`src/rtl/i2c_bus_condition_gen_if.sv`:
```
// Command and pad-level bundle between the I2C master control FSM and the
// START / repeated-START / STOP condition generator.
interface i2c_bus_condition_gen_if;
   logic       cmd_valid;
   logic [1:0] cmd;
   logic       cmd_ready;
   logic       scl_in;
   logic       sda_in;
   logic       scl_en;
   logic       sda_en;
   logic       busy;
   logic       complete;
   logic       error;

   // master: control FSM plus pad inputs; slave: the condition generator
   modport master (
      output cmd_valid, cmd, scl_in, sda_in,
      input  cmd_ready, scl_en, sda_en, busy, complete, error
   );

   modport slave (
      input  cmd_valid, cmd, scl_in, sda_in,
      output cmd_ready, scl_en, sda_en, busy, complete, error
   );
endinterface

```
`src/rtl/i2c_bus_condition_gen.sv`:
```
// I2C master bus-condition generator: drives START, repeated START and STOP on
// the open-drain enables, watching the synchronised pads for stretching and faults.
module i2c_bus_condition_gen #(
   parameter int unsigned CLK_FREQ_HZ    = 100_000_000,
   parameter int unsigned SCL_FREQ_HZ    = 100_000,
   parameter int unsigned TIMEOUT_CYCLES = 100_000,
   parameter int unsigned CNT_W          = 17
) (
   input logic                      clk,
   input logic                      reset,
   i2c_bus_condition_gen_if.slave   bus_if
);

   localparam int unsigned      HALF      = CLK_FREQ_HZ / (2 * SCL_FREQ_HZ);
   localparam logic [CNT_W-1:0] HALF_LAST = CNT_W'(HALF - 1);
   localparam logic [CNT_W-1:0] TO_LAST   = CNT_W'(TIMEOUT_CYCLES - 1);

   localparam logic [1:0] CMD_START = 2'b00;
   localparam logic [1:0] CMD_STOP  = 2'b10;

   typedef enum logic [2:0] {
      S_IDLE, S_SETUP, S_SCL_RISE, S_HIGH_HOLD, S_SDA_EDGE, S_SCL_FALL, S_DONE, S_ERROR
   } state_t;

   state_t           state_q, state_d;
   logic [CNT_W-1:0] cnt_q, cnt_d;
   logic [1:0]       cmd_q, cmd_d;
   logic [1:0]       scl_sync_q, sda_sync_q;
   logic             scl_en_q, scl_en_d;
   logic             sda_en_q, sda_en_d;
   logic             complete_q, complete_d;
   logic             error_q, error_d;

   logic scl_s, sda_s, hold_last;

   assign scl_s     = scl_sync_q[1];
   assign sda_s     = sda_sync_q[1];
   assign hold_last = (cnt_q == HALF_LAST);

   always_ff @(posedge clk) begin
      if (reset) begin
         state_q    <= S_IDLE;
         cnt_q      <= '0;
         cmd_q      <= CMD_START;
         scl_sync_q <= 2'b11;
         sda_sync_q <= 2'b11;
         scl_en_q   <= 1'b1;
         sda_en_q   <= 1'b1;
         complete_q <= 1'b0;
         error_q    <= 1'b0;
      end else begin
         state_q    <= state_d;
         cnt_q      <= cnt_d;
         cmd_q      <= cmd_d;
         scl_sync_q <= {scl_sync_q[0], bus_if.scl_in};
         sda_sync_q <= {sda_sync_q[0], bus_if.sda_in};
         scl_en_q   <= scl_en_d;
         sda_en_q   <= sda_en_d;
         complete_q <= complete_d;
         error_q    <= error_d;
      end
   end

   always_comb begin
      state_d = state_q;
      cmd_d   = cmd_q;
      case (state_q)
         S_IDLE: begin
            if (bus_if.cmd_valid) begin
               cmd_d = bus_if.cmd;
               case (bus_if.cmd)
                  2'b00:        state_d = S_SCL_RISE;
                  2'b01, 2'b10: state_d = S_SETUP;
                  default:      state_d = S_ERROR;
               endcase
            end
         end
         S_SETUP:     if (hold_last) state_d = S_SCL_RISE;
         S_SCL_RISE: begin
            // A START additionally needs SDA free, otherwise the bus is taken
            if (scl_s && (sda_s || (cmd_q != CMD_START))) state_d = S_HIGH_HOLD;
            else if (cnt_q == TO_LAST)                    state_d = S_ERROR;
         end
         S_HIGH_HOLD: begin
            if (!scl_s)                 state_d = S_ERROR;
            else if (hold_last) state_d = (sda_s != sda_en_q) ? S_ERROR : S_SDA_EDGE;
         end
         S_SDA_EDGE: begin
            if (hold_last) begin
               if (cmd_q == CMD_STOP) state_d = sda_s ? S_DONE : S_ERROR;
               else                   state_d = S_SCL_FALL;
            end
         end
         S_SCL_FALL:  if (hold_last) state_d = S_DONE;
         default:     state_d = S_IDLE;
      endcase

      cnt_d = ((state_d != state_q) || (state_d == S_IDLE)) ? '0 : cnt_q + 1'b1;

      // Line levels follow the state being entered, so they register with it
      scl_en_d = scl_en_q;
      sda_en_d = sda_en_q;
      case (state_d)
         S_SETUP: begin
            scl_en_d = 1'b0;
            sda_en_d = (cmd_d != CMD_STOP);
         end
         S_SCL_RISE: begin
            scl_en_d = 1'b1;
            if (cmd_d == CMD_START) sda_en_d = 1'b1;
         end
         S_SDA_EDGE: sda_en_d = (cmd_d == CMD_STOP);
         S_SCL_FALL: scl_en_d = 1'b0;
         S_ERROR: begin
            scl_en_d = 1'b1;
            sda_en_d = 1'b1;
         end
         default: ;
      endcase

      complete_d = (state_d == S_DONE) || (state_d == S_ERROR);
      error_d    = (state_d == S_ERROR);
   end

   assign bus_if.cmd_ready = (state_q == S_IDLE);
   assign bus_if.busy      = (state_q != S_IDLE);
   assign bus_if.scl_en    = scl_en_q;
   assign bus_if.sda_en    = sda_en_q;
   assign bus_if.complete  = complete_q;
   assign bus_if.error     = error_q;

endmodule
```
`src/flat_wrapper.sv`:
```
// flat-port wrapper written by rule: the top's interface ports become plain ports
module i2c_bus_condition_gen_flat 
#(
   parameter int unsigned CLK_FREQ_HZ    = 100_000_000,
   parameter int unsigned SCL_FREQ_HZ    = 100_000,
   parameter int unsigned TIMEOUT_CYCLES = 100_000,
   parameter int unsigned CNT_W          = 17
)
  (clk, reset, bus_if_cmd_valid, bus_if_cmd, bus_if_scl_in, bus_if_sda_in, bus_if_cmd_ready, bus_if_scl_en, bus_if_sda_en, bus_if_busy, bus_if_complete, bus_if_error);
  i2c_bus_condition_gen_if bus_if_i ();
  input logic clk;
  input logic reset;
  input wire logic [$bits(bus_if_i.cmd_valid)-1:0] bus_if_cmd_valid;
  input wire logic [$bits(bus_if_i.cmd)-1:0] bus_if_cmd;
  input wire logic [$bits(bus_if_i.scl_in)-1:0] bus_if_scl_in;
  input wire logic [$bits(bus_if_i.sda_in)-1:0] bus_if_sda_in;
  output wire logic [$bits(bus_if_i.cmd_ready)-1:0] bus_if_cmd_ready;
  output wire logic [$bits(bus_if_i.scl_en)-1:0] bus_if_scl_en;
  output wire logic [$bits(bus_if_i.sda_en)-1:0] bus_if_sda_en;
  output wire logic [$bits(bus_if_i.busy)-1:0] bus_if_busy;
  output wire logic [$bits(bus_if_i.complete)-1:0] bus_if_complete;
  output wire logic [$bits(bus_if_i.error)-1:0] bus_if_error;
  assign bus_if_i.cmd_valid = bus_if_cmd_valid;
  assign bus_if_i.cmd = bus_if_cmd;
  assign bus_if_i.scl_in = bus_if_scl_in;
  assign bus_if_i.sda_in = bus_if_sda_in;
  assign bus_if_cmd_ready = bus_if_i.cmd_ready;
  assign bus_if_scl_en = bus_if_i.scl_en;
  assign bus_if_sda_en = bus_if_i.sda_en;
  assign bus_if_busy = bus_if_i.busy;
  assign bus_if_complete = bus_if_i.complete;
  assign bus_if_error = bus_if_i.error;
  i2c_bus_condition_gen #(.CLK_FREQ_HZ(CLK_FREQ_HZ), .SCL_FREQ_HZ(SCL_FREQ_HZ), .TIMEOUT_CYCLES(TIMEOUT_CYCLES), .CNT_W(CNT_W)) u_core (.clk(clk), .reset(reset), .bus_if(bus_if_i));
endmodule
```
`config.mk`:
```
export PLATFORM = sky130hd
export DESIGN_NAME = i2c_bus_condition_gen_flat
export DESIGN_NICKNAME = d
export VERILOG_FILES = /design/src/rtl/i2c_bus_condition_gen_if.sv /design/src/rtl/i2c_bus_condition_gen.sv /design/src/flat_wrapper.sv
export SDC_FILE = /design/constraint.sdc
export NUM_CORES = 1
export LEC_CHECK = 0
export CAP_MARGIN = 20
export CORE_UTILIZATION = 35
export DETAILED_ROUTE_END_ITERATION = 10
export MAX_ROUTING_LAYER = met4
export PLACE_DENSITY = 0.56
export SLEW_MARGIN = 30
export SYNTH_ARGS = -nofsm -noshare
export SYNTH_HDL_FRONTEND = slang
export SYNTH_SLANG_ARGS = --single-unit
```
`constraint.sdc`:
```
create_clock -name clk -period 2.5 [get_ports clk]
set_input_delay 0.25 -clock clk [delete_from_list [all_inputs] [get_ports clk]]
set_output_delay 0.25 -clock clk [all_outputs]
set_load 0.05 [all_outputs]
```
==> results.cfg <==
[synth]
synthArstFlopShare = 0
ys.flop_type = dfxtp_1
avgSynthCellArea_sq_um = 8.99
ys_seq_area_frac = 0.388
yosys.area.top_type = dfxtp_1
yosys_warnings = 0
ys_seq_elements = 30
post-synth-top-area-fraction = 0.388
synth_fp_nets = 182
yosysUniqueCellTypes = 49
synth_most_common_cell = dfxtp_1
ys_top_cells_by_count = 30 x dfxtp_1, 20 x nor2_1, 10 x nor2_2
synth_area_leaders = dfxtp_1 39%, xor2_1 5.1%, nor2_1 4.9%
syn_area_sq_um = 1550
synth-edff-count = 0
synthesis.instances = 172

[final_layout]
n_fill_cell = 407
seq_area_sq_um = 602
area_delta_synth_final_pct = 22.7
drive_above_1_share = 0.237
post-route-util = 0.461
final_cells = 244
diodes = 0
nets = 203
multi_input_area_sq_um = 920

[global_routing]
grt_max_degree = 18
grt_first_pass_wirelength_mm = 5.04
grt_pass1_vias = 1153
track_usage = 0.158
overflow = 0
antenna_found_initial = 0

[placement]
dp_worst_setup_slack_ns = 0.0937
place_inst = 236
dp_hpwl_mm = 2.27
gp_congestion = 0.820
numPortBuffers = 12

[routing]
antenna_left = 0
drt-total-wl_mm = 3.09
drtIter0Drc = 80
drc = 0
vias = 1255
drt-wirelength-per-cell_um = 12.7
vias_per_cell = 5.14
first_pass_iters = 4

[setup_path]
cp-end-kind = register
crit_path_start = u_core.cnt_q[9]
cpPeakStageDelay_ns = 0.52
worstPathRequired_ns = 2.72
crit_fanout = 17
reg2reg_depth = 8
r2r_setup_slack_ns = 0.16
crit_chain = nand2_1 > or4b_1 > nor3_2 > a21o_2 > o31ai_1 > a2111o_1 > buf_12 > nor2_1
cp_top_family = simple AND/OR/NAND/NOR gates
crit_type = register to register
critPathSlowestCell = or4b_1
cp-start-kind = register
cp-endpoint = u_core.cnt_q[13]
reg2reg_to = u_core.cnt_q[13]
cp.buffers_inverters = 1
r2r-start = u_core.cnt_q[9]
critical_path_arrival_ns = 2.56
worst-path-stages = 8

[floorplanning]
chipWidth_um = 68.5
rows = 23
core_area_sq_um = 4120
die_area_sq_um = 4690
start_util = 0.376
die_y_um = 68.5
ioPinCount = 13

[power]
p_leak_nw = 0.707
peakVddDrop_v = 0.000334
power.density_nw_per_um2 = 647
p_total_w = 0.00123

[clock_tree]
clock-root-buffer = clkbuf_8
cts_hold_buf = 0
cts-htree-levels = 2
cts.clk_slew.worst_paths_ns = 0.06
cts.sinks = 30
cts_tree = done
cts_buffers = 5
cts.path.max_buffers = 2
clk_latency_ns = 0.28

[sta]
max_slew.worst_pin.slew_ns = 0.505
fin_tns_setup_ns = 0
setup_viol = 0
slew_headroom = 0.662
finClkSkew_ns = 0.00598
fmax_mhz = 427
finalHoldViolCount = 0
rsz0062_at_grt = no
fin_crit_sh = 0.937
maxSlewViolCount = 0
setup_ws_ns = 0.158
final.min_clock_period_ns = 2.34

[hold_path]
hp-class = register to register
hold_start = u_core.scl_sync_q[0]

[run]
cap_violations = 0

[status]
status = finished clean
## kinds of logic after synthesis
family                     Yosys count  synth area share
AOI/OAI and AO/OA                   21            0.0987
xor gates and xnor gates            16            0.0906
adders and majority gates            3            0.0243
buffers and inverters               13            0.0388
DFF                                 30             0.388
muxes                                4            0.0267
and+or+nand+nor                     85             0.333
## per-layer routing
layer  vias up  global-route usage  wire length, um
li1        639                   -                -
met1       577               0.167             1360
met2        30               0.248             1500
met3         9              0.0567              139
met4         0              0.0990               90
met5         -                   -                0
## layout make-up
class | instances | share of cell area
sequential | 30 | 0.317
clock buffer | 7 | 0.0455
tap | 50 | 0.0330
inverter | 7 | 0.0152
timing repair buffer | 20 | 0.102
clock inverter | 1 | 0.00264
multi-input combinational | 129 | 0.485
## worst register-to-register path: stages (launching register included)
cell and delay [ns]:
dfxtp_1 0.41, nand2_1 0.10, or4b_1 0.52, nor3_2 0.27, a21o_2 0.19, o31ai_1 0.09
a2111o_1 0.43, buf_12 0.17, nor2_1 0.10
## repair_timing
item                       in CTS  in global routing
buffers inserted                0                  0
setup endpoints to repair       0                 10
gates resized for setup         0                  7
## cells in the final DEF (no fill, tap or decap), drive strengths merged, types with 2 or more instances in the layout
| cell type | netlist | final |
|---|---|---|
| a21o | 5 | 5 |
| a21oi | 3 | 3 |
| and2 | 2 | 2 |
| and3 | 2 | 2 |
| and4 | 4 | 4 |
| buf | 3 | 8 |
| clkbuf | 3 | 7 |
| clkdlybuf4s50 | 0 | 12 |
| dfxtp | 30 | 30 |
| ha | 3 | 3 |
| inv | 7 | 7 |
| mux2i | 3 | 3 |
| nand2 | 8 | 8 |
| nand3 | 4 | 4 |
| nand4 | 7 | 7 |
| nor2 | 30 | 30 |
| nor2b | 5 | 5 |
| nor3 | 5 | 5 |
| nor3b | 2 | 2 |
| nor4 | 3 | 3 |
| o21a | 2 | 2 |
| o21ai | 2 | 2 |
| o31ai | 2 | 2 |
| or2 | 5 | 5 |
| xnor2 | 7 | 7 |
| xor2 | 9 | 9 |
## worst min path at each step
stage / endpoint / slack (ns) / cells after the start
6_report: u_core.scl_sync_q[1] / 0.41 / 1
5_1_grt: u_core.scl_sync_q[1] / 0.42 / 1
4_1_cts: u_core.sda_sync_q[1] / 0.41 / 1
3_5_place_dp: u_core.sda_sync_q[1] / 0.40 / 1
3_3_place_gp: u_core.sda_sync_q[1] / 0.39 / 1
2_1_floorplan: u_core.bus_if.complete / 0.34 / 1
## power by group
| group | internal (W) | switching [W] |
|---|---|---|
| registers | 0.000502 | 0.0000228 |
| logic | 0.000135 | 0.000167 |
| clock network | 0.000222 | 0.000179 |
## stage by stage
step / hold slack (ns) / area, sq um
final: 0.408 / 1900
after global routing: 0.425 / 1900
after CTS: 0.412 / 1870
after detailed placement: 0.397 / 1780
after global placement: 0.393 / 1780
after floorplan: 0.338 / 1550
## registers in the layout, indices dropped and copies added (netlist names)
register,flops
u_core.bus_if.sda_en,1
u_core.bus_if.error,1
u_core.bus_if.scl_en,1
u_core.state_q,3
u_core.cmd_q,2
u_core.bus_if.complete,1
u_core.sda_sync_q,2
u_core.scl_sync_q,2
u_core.cnt_q,17
Note: power is estimated with default switching activity, not from simulation.
